File: config.mk
export PLATFORM = sky130hd
export DESIGN_NAME = dma_arbiter
export DESIGN_NICKNAME = d
export VERILOG_FILES = /design/src/rtl/dma_arbiter.sv
export SDC_FILE = /design/constraint.sdc
export NUM_CORES = 1
export LEC_CHECK = 0
export ABC_CLOCK_PERIOD_IN_PS = 4100
export CORE_ASPECT_RATIO = 1.4
export CORE_MARGIN = 2
export CORE_UTILIZATION = 30
export CTS_CLUSTER_DIAMETER = 80
export DETAILED_ROUTE_END_ITERATION = 8
export DONT_BUFFER_PORTS = 1
export GPL_ROUTABILITY_DRIVEN = 0
export PLACE_DENSITY_LB_ADDON = 0.05
export SYNTH_ARGS = -nofsm -noshare
export SYNTH_HDL_FRONTEND = slang
export SYNTH_SLANG_ARGS = --single-unit
File: constraint.sdc
create_clock -name i_clk -period 4.1 [get_ports i_clk]
set_clock_uncertainty 0.15 [all_clocks]
set_input_delay 0.82 -clock i_clk [delete_from_list [all_inputs] [get_ports i_clk]]
set_output_delay 0.82 -clock i_clk [all_outputs]
set_load 0.02 [all_outputs]
File: src/rtl/dma_arbiter.sv
// dma_arbiter: shares one DRAM command port among the image-fetch, weight-fetch and
// result-writeback units. Grants rotate round-robin, one single-beat command per cycle.
// An in-order tag FIFO remembers who issued each outstanding read, so that return data
// is steered back to that requester.
module dma_arbiter #(
  parameter int ADDR_W    = 32,
  parameter int DATA_W    = 32,
  parameter int TAG_DEPTH = 4
) (
  input  logic              i_clk,
  input  logic              i_rst,
  input  logic              i_img_rd_req,
  input  logic [ADDR_W-1:0] i_img_rd_addr,
  output logic              o_img_rd_gnt,
  output logic              o_img_rd_valid,
  output logic [DATA_W-1:0] o_img_rd_data,
  input  logic              i_wgt_rd_req,
  input  logic [ADDR_W-1:0] i_wgt_rd_addr,
  output logic              o_wgt_rd_gnt,
  output logic              o_wgt_rd_valid,
  output logic [DATA_W-1:0] o_wgt_rd_data,
  input  logic              i_res_wr_req,
  input  logic [ADDR_W-1:0] i_res_wr_addr,
  input  logic [DATA_W-1:0] i_res_wr_data,
  output logic              o_res_wr_gnt,
  output logic              o_dma_rd_en,
  output logic [ADDR_W-1:0] o_dma_rd_addr,
  input  logic [DATA_W-1:0] i_dma_rd_data,
  input  logic              i_dma_rd_ready,
  output logic              o_dma_wr_en,
  output logic [ADDR_W-1:0] o_dma_wr_addr,
  output logic [DATA_W-1:0] o_dma_wr_data,
  output logic              o_busy,
  output logic              o_err
);

  localparam int PTR_W = $clog2(TAG_DEPTH);
  localparam int CNT_W = PTR_W + 1;

  typedef enum logic [1:0] {
    SRC_IMG = 2'd0,
    SRC_WGT = 2'd1,
    SRC_WR  = 2'd2
  } src_e;

  src_e               r_last;
  logic [CNT_W-1:0]   r_count;
  logic [PTR_W-1:0]   r_wr_ptr;
  logic [PTR_W-1:0]   r_rd_ptr;
  logic [TAG_DEPTH-1:0] r_tags;     // 0 = img, 1 = wgt
  logic               r_dma_rd_en;
  logic [ADDR_W-1:0]  r_dma_rd_addr;
  logic               r_dma_wr_en;
  logic [ADDR_W-1:0]  r_dma_wr_addr;
  logic [DATA_W-1:0]  r_dma_wr_data;
  logic               r_img_rd_valid;
  logic [DATA_W-1:0]  r_img_rd_data;
  logic               r_wgt_rd_valid;
  logic [DATA_W-1:0]  r_wgt_rd_data;
  logic               r_err;

  logic w_rd_full;
  logic w_img_elig;
  logic w_wgt_elig;
  logic w_wr_elig;
  logic w_img_gnt;
  logic w_wgt_gnt;
  logic w_wr_gnt;
  logic w_push;
  logic w_pop;
  logic w_head_tag;

  // Full is judged on the registered count, so a pop in the same cycle does not unblock reads.
  assign w_rd_full  = (r_count == CNT_W'(TAG_DEPTH));
  assign w_img_elig = i_img_rd_req && !w_rd_full;
  assign w_wgt_elig = i_wgt_rd_req && !w_rd_full;
  assign w_wr_elig  = i_res_wr_req;

  // Round-robin search starting just after the last granted requester.
  always_comb begin
    // NOTE: every output gets a default first so no path leaves it unassigned (no latch).
    w_img_gnt = 1'b0;
    w_wgt_gnt = 1'b0;
    w_wr_gnt  = 1'b0;
    if (i_rst) begin
      case (r_last)
        SRC_IMG: begin
          if      (w_wgt_elig) w_wgt_gnt = 1'b1;
          else if (w_wr_elig)  w_wr_gnt  = 1'b1;
          else if (w_img_elig) w_img_gnt = 1'b1;
        end
        SRC_WGT: begin
          if      (w_wr_elig)  w_wr_gnt  = 1'b1;
          else if (w_img_elig) w_img_gnt = 1'b1;
          else if (w_wgt_elig) w_wgt_gnt = 1'b1;
        end
        default: begin
          if      (w_img_elig) w_img_gnt = 1'b1;
          else if (w_wgt_elig) w_wgt_gnt = 1'b1;
          else if (w_wr_elig)  w_wr_gnt  = 1'b1;
        end
      endcase
    end
  end

  assign w_push     = w_img_gnt || w_wgt_gnt;
  assign w_pop      = i_dma_rd_ready && (r_count != '0);
  assign w_head_tag = r_tags[r_rd_ptr];

  // Arbitration pointer, tag FIFO and outstanding-read count.
  always_ff @(posedge i_clk or negedge i_rst) begin
    if (!i_rst) begin
      r_last   <= SRC_WR;
      r_count  <= '0;
      r_wr_ptr <= '0;
      r_rd_ptr <= '0;
      // NOTE: the tag store is only TAG_DEPTH bits, so it is cleared with the rest of the state.
      r_tags   <= '0;
    end else begin
      // NOTE: non-blocking assignments keep all state updates on the same clock edge.
      if (w_img_gnt)      r_last <= SRC_IMG;
      else if (w_wgt_gnt) r_last <= SRC_WGT;
      else if (w_wr_gnt)  r_last <= SRC_WR;
      if (w_push) begin
        r_tags[r_wr_ptr] <= w_wgt_gnt;
        r_wr_ptr         <= r_wr_ptr + 1'b1;
      end
      if (w_pop) r_rd_ptr <= r_rd_ptr + 1'b1;
      case ({w_push, w_pop})
        2'b10:   r_count <= r_count + 1'b1;
        2'b01:   r_count <= r_count - 1'b1;
        default: r_count <= r_count;
      endcase
    end
  end

  // DRAM command register: one-cycle enable pulse, buses hold their last value.
  always_ff @(posedge i_clk or negedge i_rst) begin
    if (!i_rst) begin
      r_dma_rd_en   <= 1'b0;
      r_dma_rd_addr <= '0;
      r_dma_wr_en   <= 1'b0;
      r_dma_wr_addr <= '0;
      r_dma_wr_data <= '0;
    end else begin
      r_dma_rd_en <= w_push;
      r_dma_wr_en <= w_wr_gnt;
      if (w_img_gnt) r_dma_rd_addr <= i_img_rd_addr;
      if (w_wgt_gnt) r_dma_rd_addr <= i_wgt_rd_addr;
      if (w_wr_gnt) begin
        r_dma_wr_addr <= i_res_wr_addr;
        r_dma_wr_data <= i_res_wr_data;
      end
    end
  end

  // Return steering by head tag, plus the sticky orphan-return flag.
  always_ff @(posedge i_clk or negedge i_rst) begin
    if (!i_rst) begin
      r_img_rd_valid <= 1'b0;
      r_img_rd_data  <= '0;
      r_wgt_rd_valid <= 1'b0;
      r_wgt_rd_data  <= '0;
      r_err          <= 1'b0;
    end else begin
      r_img_rd_valid <= w_pop && !w_head_tag;
      r_wgt_rd_valid <= w_pop &&  w_head_tag;
      if (w_pop && !w_head_tag) r_img_rd_data <= i_dma_rd_data;
      if (w_pop &&  w_head_tag) r_wgt_rd_data <= i_dma_rd_data;
      if (i_dma_rd_ready && (r_count == '0)) r_err <= 1'b1;
    end
  end

  assign o_img_rd_gnt   = w_img_gnt;
  assign o_wgt_rd_gnt   = w_wgt_gnt;
  assign o_res_wr_gnt   = w_wr_gnt;
  assign o_img_rd_valid = r_img_rd_valid;
  assign o_img_rd_data  = r_img_rd_data;
  assign o_wgt_rd_valid = r_wgt_rd_valid;
  assign o_wgt_rd_data  = r_wgt_rd_data;
  assign o_dma_rd_en    = r_dma_rd_en;
  assign o_dma_rd_addr  = r_dma_rd_addr;
  assign o_dma_wr_en    = r_dma_wr_en;
  assign o_dma_wr_addr  = r_dma_wr_addr;
  assign o_dma_wr_data  = r_dma_wr_data;
  assign o_busy         = (r_count != '0) || r_dma_rd_en || r_dma_wr_en;
  assign o_err          = r_err;

endmodule

# Word level (Yosys, flattened, before mapping)
# Index checks and enable logic that the tools add are counted.
[totals]
regBits = 178
in_bits = 166
output_inout_bits = 169
wordCells = 70
[op_classes]
addsub = 4
magnitude_cmp = 3
n_eq_ne = 4
n_mux = 26
reduce_logical = 18
[ops]
columns = ["operator", "count"]
rows = [
  ["$mux 32", 2],
  ["$mux 1", 14],
  ["$logic_and 1x1->1", 7],
  ["$lt 2x3->1 const B", 2],
  ["$mux 2", 3],
  ["$pmux 1 s2", 3],
  ["$pmux 3 s2", 1],
  ["$reduce_bool 3->1", 2],
  ["$add 2x1->2 const B", 2],
  ["$bwmux 4", 1],
  ["$eq 2x1->1 const B", 2],
  ["$reduce_bool 2->1", 2],
  ["$add 3x1->3 const B", 1],
  ["$eq 3x3->1 const B", 1],
  ["$logic_not 3->1", 1],
  ["$logic_or 1x1->1", 3],
  ["$sub 3x1->3 const B", 1],
  ["$bmux 1 s2", 1],
  ["$demux 1 s2", 1],
  ["$eq 2x2->1 const B", 1],
  ["$ge 2x1->1 const B", 1],
  ["$logic_not 1->1", 2],
  ["$logic_not 2->1", 1],
]

# Longest topological paths before layout
# Gate-level depths: netlist of the first run.
[logic_depth]
ltp_word = 11
mapped_depth = 10
mapped_depth_nobuf = 10

# Least setup slack after synthesis of the first run
# OpenSTA, ideal clock, no wires.
[synth_timing]
path_type = "input to register"
start = "in i_res_wr_req"
end = "reg r_count[2]"
setup_ps = 79
arrival_time_ps = 2630
required_ps = 3871
path_slack_ps = 1241
path_stages = 10
n_path_buf = 0
path_cell_list = "or2b_2 > a22o_2 > and2_4 > o21ai_4 > ha_1 > inv_1 > fa_1 > xor2_1 > nor2_1 > xor2_1"
[synth_between]
elab_chain_len = 7
elab_cells_between_ends = 12
cone_classes = "eq/ne (2); mux (8); reduce/logical (2)"
[synth_rtl]
columns = ["item", "line_no", "source"]
rows = [
  ["start, declared", "22", "input logic i_res_wr_req,"],
  ["$mux 1", "89", "else if (w_wr_elig) w_wr_gnt = 1'b1;"],
  ["$mux 1", "88", "if (w_wgt_elig) w_wgt_gnt = 1'b1;"],
  ["$pmux 1 s2", "86", "case (r_last)"],
  ["$mux 1", "85", "if (i_rst) begin"],
  ["$logic_or 1x1->1 (*)", "106", "assign w_push = w_img_gnt || w_wgt_gnt;"],
  ["$eq 2x1->1 / $eq 2x2->1 (equally long branches)", "129", "case ({w_push, w_pop})"],
  ["$pmux 3 s2 / $reduce_bool 2->1 (equally long branches)", "-", ""],
  ["end signal, assigned", "130", "2'b10: r_count <= r_count + 1'b1;"],
  ["end signal, assigned", "131", "2'b01: r_count <= r_count - 1'b1;"],
  ["end signal, assigned", "132", "default: r_count <= r_count;"],
  ["end, declared", "47", "logic [CNT_W-1:0] r_count;"],
]
# Every way passes the cells marked *; elsewhere a longest branch is shown, timed or not.
# A chain may end at the register's enable or synchronous reset.

# Final worst setup path of the first run
[layout_timing]
start = "reg r_count[0]"
end = "out o_img_rd_gnt"
[layout_between]
elab_chain_len = 8
elab_cells_between_ends = 9
cone_classes = "eq/ne (1); mux (5); reduce/logical (3)"
[layout_rtl]
columns = ["item", "line_no", "source"]
rows = [
  ["$eq 3x3->1 (*)", "74", "assign w_rd_full = (r_count == CNT_W'(TAG_DEPTH));"],
  ["$logic_not 1->1 (*)", "75, 76", ""],
  ["$logic_and 1x1->1", "75", "assign w_img_elig = i_img_rd_req && !w_rd_full;"],
  ["$mux 1", "90, 94, 98", ""],
  ["$mux 1", "89", ""],
  ["$mux 1", "88", ""],
  ["$pmux 1 s2 (*)", "86", ""],
  ["$mux 1 (*)", "85", ""],
  ["end, declared", "14", "output logic o_img_rd_gnt,"],
]
# Marks and branches as above.

==> results of run 1 <==
kinds of logic after synthesis:
kind of cell / share of synthesized area, %
xor gates and xnor gates: 0.7209
buffers and inverters: 2.266
muxes: 31.65
AOI/OAI and AO/OA: 1.408
adders and majority gates: 1.133
DFF: 61.12
and+or+nand+nor: 1.700
flip-flops by register name, indices dropped and copies added, names as in the netlist, 2 cells and up:
signal / flops
r_tags: 4
r_last: 2
r_wr_ptr: 2
r_rd_ptr: 2
o_img_rd_data: 32
o_dma_wr_addr: 32
o_dma_rd_addr: 32
o_dma_wr_data: 32
r_count: 3
o_wgt_rd_data: 32
cell usage after synthesis (all sizes together):
cell and number:
and2 2, mux4 1, nand4 1, or2b 1, or3 2, o21bai 1
fa 1, o21ai 1, a22o 5, nor2 5, a31oi 1, nand2 8
buf 19, dfrtp 177, o21a 1, dfstp 1, ha 5, mux2i 1
mux2 193, xor2 2, inv 13, or3b 1, xnor2 4, nand3 1
and3 1, a21oi 4
path summary, 6_finish.rpt:
| kind | from | cells past startpoint | end |
|---|---|---|---|
| setup / recovery | r_count[0] | 3 | o_img_rd_gnt |
| hold / removal | i_rst | 0 | o_wgt_rd_data[20] |
| setup reg to reg | r_count[0] | 10 | r_count[2] |
| hold reg to reg | r_count[2] | 1 | r_count[2] |
| max in group asynchronous | i_rst | 0 | r_last[1] |
| min in group i_clk | r_count[2] | 1 | r_count[2] |
worst max-delay path, cell delays in order (launching register included):
cell,delay [ps]
dfrtp_1,420
or3b_4,450
and2_4,190
a31oi_1,720
cell type report:
type	instances	area [µm²]
flip-flops and latches	178	4456
clock buffers	23	478.0
clock inverters	9	152.6
diodes	1	2.502
fillers	2350	15630
well taps	310	387.9
repair buffers	4	42.54
multi-input cells	242	2688
inverters	13	51.30
metal layers:
layer / vias to the layer above / wire (µm) / GRT usage (%)
met2: 200 / 8847 / 23.14
met1: 1877 / 5659 / 13.25
li1: 1583 / - / -
met5: - / 0 / 0
met3: 32 / 1517 / 5.461
met4: 0 / 604 / 6.611
where the power goes:
group	switching [mW]	total, mW	internal (mW)
logic	0.648	1.77	1.12
clock network	0.678	1.75	1.07
registers	1.73	4.39	2.66
total	3.06	7.90	4.84
per-stage QoR:
step	instances	hold slack, ps
finish	780	-57.72
global route	780	-94.96
CTS	779	-91.50
detailed placement	747	324.2
global placement	747	315.6
floorplan	452	297.3
==> impl_metrics.py, run 1 <==
metrics = {
    "power_and_ir_drop": {
        "p_per_area_nw_per_um2": 956.7,
        "p_leak_nw": 3.510,
        "total_power_mw": 7.900,
        "ir_drop_v": 0.0003227,
    },
    "global_routing": {
        "overflow": 0,
        "track_usage_pct": 13.18,
        "antenna_found_initial": 1,
        "grt_pass1_wl_um": 25460,
        "grt_max_degree": 183,
        "grt_pass1_vias": 4382,
    },
    "route": {
        "firstDrtPassIters": 4,
        "drc": 0,
        "totalWireLength_um": 16630,
        "drt_iter0_drc": 125,
        "ant_nets": 0,
        "via_count": 3692,
        "wl_per_cell_um": 21.32,
        "drt-vias-per-instance": 4.733,
    },
    "floorplanning": {
        "initial_utilization_pct": 30.51,
        "rows": 67,
        "pin_count": 335,
        "die_w_um": 135.7,
        "die_h_um": 188.4,
        "core-area_um2": 23890,
        "die-area_um2": 25580,
    },
    "cts": {
        "clk_path_buf_depth": 2,
        "path_clk_slew_ps": 60,
        "cts_resized": 0,
        "clock_sinks": 178,
        "cts_tree": "done",
        "clk_latency_ps": 430,
        "htree_num_levels": 4,
        "cts.root.buffer_cell": "clkbuf_16",
        "postCtsSetupBuffers": 0,
        "cts_buffers": 17,
    },
    "timing": {
        "whs_ps": -57.72,
        "setup_violations": 0,
        "slew_headroom_pct": 31.26,
        "tns_ps": 0,
        "slew_viol_final": 0,
        "timing.fmax_mhz": 314.5,
        "grt_setup_unrepaired": "false",
        "layout_setup_ws_ps": 920.2,
        "final.min_clock_period_ps": 3180,
        "worst_pin_slew_ps": 1029,
        "hold_viol": 59,
        "fin_crit_sh_pct": 77.56,
    },
    "hold_path": {
        "hp-class": "in2async",
    },
    "worst_setup_path": {
        "cp.arrival_ps": 2210,
        "critPathKind": "reg2out",
        "required_ps": 3130,
        "endpoint_kind": "primary output",
        "path_max_fanout": 6,
        "r2r_slack_ps": 1440,
        "worstSetupStartpointType": "flop",
    },
    "logic_synthesis": {
        "synth.area.top_cells": "dfrtp_1 61%, mux2_2 26%, mux2_4 5.6%, buf_2 1.1%, ha_1 0.86%",
        "ys_seq_area_share_pct": 61.12,
        "yosys.area.top_type": "dfrtp_1",
        "syn_avg_cell_area_um2": 16.13,
        "netlist_area_um2": 7289,
        "yosysWarnings": 0,
        "synth_seq_cells": 178,
        "syn_inst": 452,
        "synth_top_area_share_pct": 60.76,
        "synthDistinctLibCells": 31,
        "synth_nets": 624,
    },
    "layout": {
        "postLayoutCoreUtil_pct": 34.56,
        "final_common_cell": "dfrtp_1",
        "layout.nets": 628,
        "final_area_um2": 8258,
        "mostFrequentLayoutCells": "177 x dfrtp_1, 166 x mux2_2, 27 x mux2_4",
        "area_growth_pct": 13.29,
        "final_layout_size_suffix_gt1_share_pct": 51.17,
    },
    "outcome": {
        "violations": "hold timing",
        "status": "finished with violations",
    },
    "place": {
        "place.port_buffers": 0,
        "dp_hpwl_um": 11820,
        "place_area_um2": 7625,
        "preCtsSetupSlack_ps": 1160,
    },
    "flow_run": {
        "cap_violations": 0,
    },
}
No activity file was read; power rests on OpenSTA's default activity.
==> run 2: changes to the inputs <==
--- a/config.mk
+++ b/config.mk
@@ -5,7 +5,7 @@
 export SDC_FILE = /design/constraint.sdc
 export NUM_CORES = 1
 export LEC_CHECK = 0
-export ABC_CLOCK_PERIOD_IN_PS = 4100
+export ABC_CLOCK_PERIOD_IN_PS = 2700
 export CORE_ASPECT_RATIO = 1.4
 export CORE_MARGIN = 2
 export CORE_UTILIZATION = 30
==> constraint.sdc (replaced) <==
create_clock -name i_clk -period 2.7 [get_ports i_clk]
set_clock_uncertainty 0.15 [all_clocks]
set_input_delay 0.54 -clock i_clk [delete_from_list [all_inputs] [get_ports i_clk]]
set_output_delay 0.54 -clock i_clk [all_outputs]
set_load 0.02 [all_outputs]
==> impl_metrics.py, run 2 (same netlist as run 1, synthesis figures left out) <==
metrics = {
    "route": {
        "totalWireLength_um": 16410,
        "ant_nets": 0,
        "via_count": 3746,
        "drt-vias-per-instance": 4.760,
        "drt_iter0_drc": 104,
        "wl_per_cell_um": 20.86,
        "drc": 0,
        "firstDrtPassIters": 3,
    },
    "worst_setup_path": {
        "r2r_cells": 10,
        "cp.arrival_ps": 1910,
        "cp_top_family": "simple AND/OR/NAND/NOR gates",
        "crit_slowest_cell": "or3b_4",
        "worstSetupStartpointType": "flop",
        "path_max_fanout": 5,
        "cp.depth": 6,
        "timing.rr.start": "r_count[1]",
        "required_ps": 2010,
        "cp_num_buf_inv": 3,
        "cpPeakStageDelay_ps": 410,
        "critPathKind": "reg2out",
        "r2r-end": "r_count[2]",
        "path_cells": "or3b_4 > and2_4 > nand3_4 > buf_12 > inv_1 > buf_4",
        "r2r_slack_ps": 140,
        "endpoint_kind": "primary output",
    },
    "timing": {
        "hold_viol": 178,
        "fin_crit_sh_pct": 96.17,
        "whs_ps": -344.6,
        "worst_pin_slew_ps": 611.9,
        "tns_ps": 0,
        "timing.fmax_mhz": 385.1,
        "layout_setup_ws_ps": 103.4,
        "slew_viol_final": 0,
        "setup_violations": 0,
        "final.min_clock_period_ps": 2597,
        "slew_headroom_pct": 59.20,
        "grt_setup_unrepaired": "false",
    },
    "layout": {
        "area_growth_pct": 14.19,
        "regArea_um2": 4456,
        "mostFrequentLayoutCells": "177 x dfrtp_1, 166 x mux2_2, 27 x mux2_4",
        "final_common_cell": "dfrtp_1",
        "fill_cells": 2348,
        "final_area_um2": 8324,
        "n_antenna_cell": 0,
        "multi_input_area_um2": 2695,
        "final_layout_size_suffix_gt1_share_pct": 51.99,
        "layout.nets": 636,
    },
    "place": {
        "preCtsSetupSlack_ps": 65.88,
        "place_area_um2": 7692,
        "dp_hpwl_um": 11350,
        "place.port_buffers": 0,
    },
    "outcome": {
        "violations": "hold timing",
        "status": "finished with violations",
    },
    "floorplanning": {
        "die_w_um": 135.7,
        "rows": 67,
        "pin_count": 335,
        "core-area_um2": 23890,
        "die_h_um": 188.4,
        "die-area_um2": 25580,
        "initial_utilization_pct": 30.51,
    },
    "global_routing": {
        "antenna_found_initial": 0,
        "overflow": 0,
        "track_usage_pct": 12.78,
        "grt_pass1_wl_um": 24410,
        "grt_pass1_vias": 4154,
        "grt_max_degree": 183,
    },
    "power_and_ir_drop": {
        "p_per_area_nw_per_um2": 1425,
        "total_power_mw": 11.87,
        "ir_drop_v": 0.0005041,
        "p_leak_nw": 3.559,
    },
    "cts": {
        "cts_buffers": 17,
        "htree_num_levels": 4,
        "cts_tree": "done",
        "clock_sinks": 178,
        "cts.root.buffer_cell": "clkbuf_16",
        "clk_latency_ps": 430,
        "clk_path_buf_depth": 2,
        "path_clk_slew_ps": 60,
    },
    "hold_path": {
        "hp-class": "in2async",
    },
    "flow_run": {
        "cap_violations": 0,
    },
}
run 2: cell types whose count changed in the layout (fill, tap and decap cells not counted), sizes merged:
cell      previous run  this run
buf                  4        11
bufinv               4         1
clkinv               2         5
bufbuf               0         1
clkbuf              23        24
clkinvlp             3         2
diode                1         0
run 2: metal layers:
metal / GRT usage [%] / share of wire, % / vias to the layer above
met5: 0 / 0 / -
met4: 5.970 / 3.0 / 0
met3: 5.434 / 9.6 / 27
met2: 22.26 / 54 / 198
met1: 13.13 / 34 / 1916
li1: - / - / 1605
run 2: timing repair:
action                     4_1_cts  5_1_grt
buffers inserted                 2        1
gates cloned                     1        0
hold endpoints to repair       178      178
gates resized for setup          0        1
setup endpoints to repair        1        1
pin swaps                        0        1
run 2: worst max path at each step:
stage | start | to | slack [ps]
after global placement | i_res_wr_req | r_count[2] | 110
after global routing | r_count[1] | o_wgt_rd_gnt | 7
after detailed placement | i_res_wr_req | r_count[2] | 70
after floorplan | i_res_wr_req | r_count[2] | 120
after CTS | r_count[0] | o_wgt_rd_gnt | 20
final | r_count[1] | o_wgt_rd_gnt | 100
run 2: worst reg2reg max path, delay by kind of cell (launching register included):
kind,cells,cell delay (ps)
DFF,1,400
and+or+nand+nor,4,870
buffers and inverters,1,60
adders and majority gates,2,570
AOI/OAI and AO/OA,1,140
xor gates and xnor gates,2,300
run 2: final cells by class:
cell class | instances | area share, %
flip-flops and latches | 178 | 53.52
multi-input cells | 242 | 32.38
clock buffers | 24 | 5.907
well taps | 310 | 4.660
repair buffers | 12 | 1.984
clock inverters | 8 | 0.9319
inverters | 13 | 0.6163
run 2: stage by stage:
step,hold WS [ps],std cells,utilization [%]
after CTS,-374.3,786,34.78
after global placement,98.45,751,32.20
after floorplan,94.41,452,-
final,-344.6,787,34.84
after global routing,-380.4,787,34.84
after detailed placement,98.91,751,32.20
run 2: where the power goes:
| group | switching, mW | internal [mW] | total (mW) |
|---|---|---|---|
| registers | 2.63 | 4.03 | 6.66 |
| logic | 1.01 | 1.81 | 2.81 |
| clock network | 1.02 | 1.37 | 2.39 |
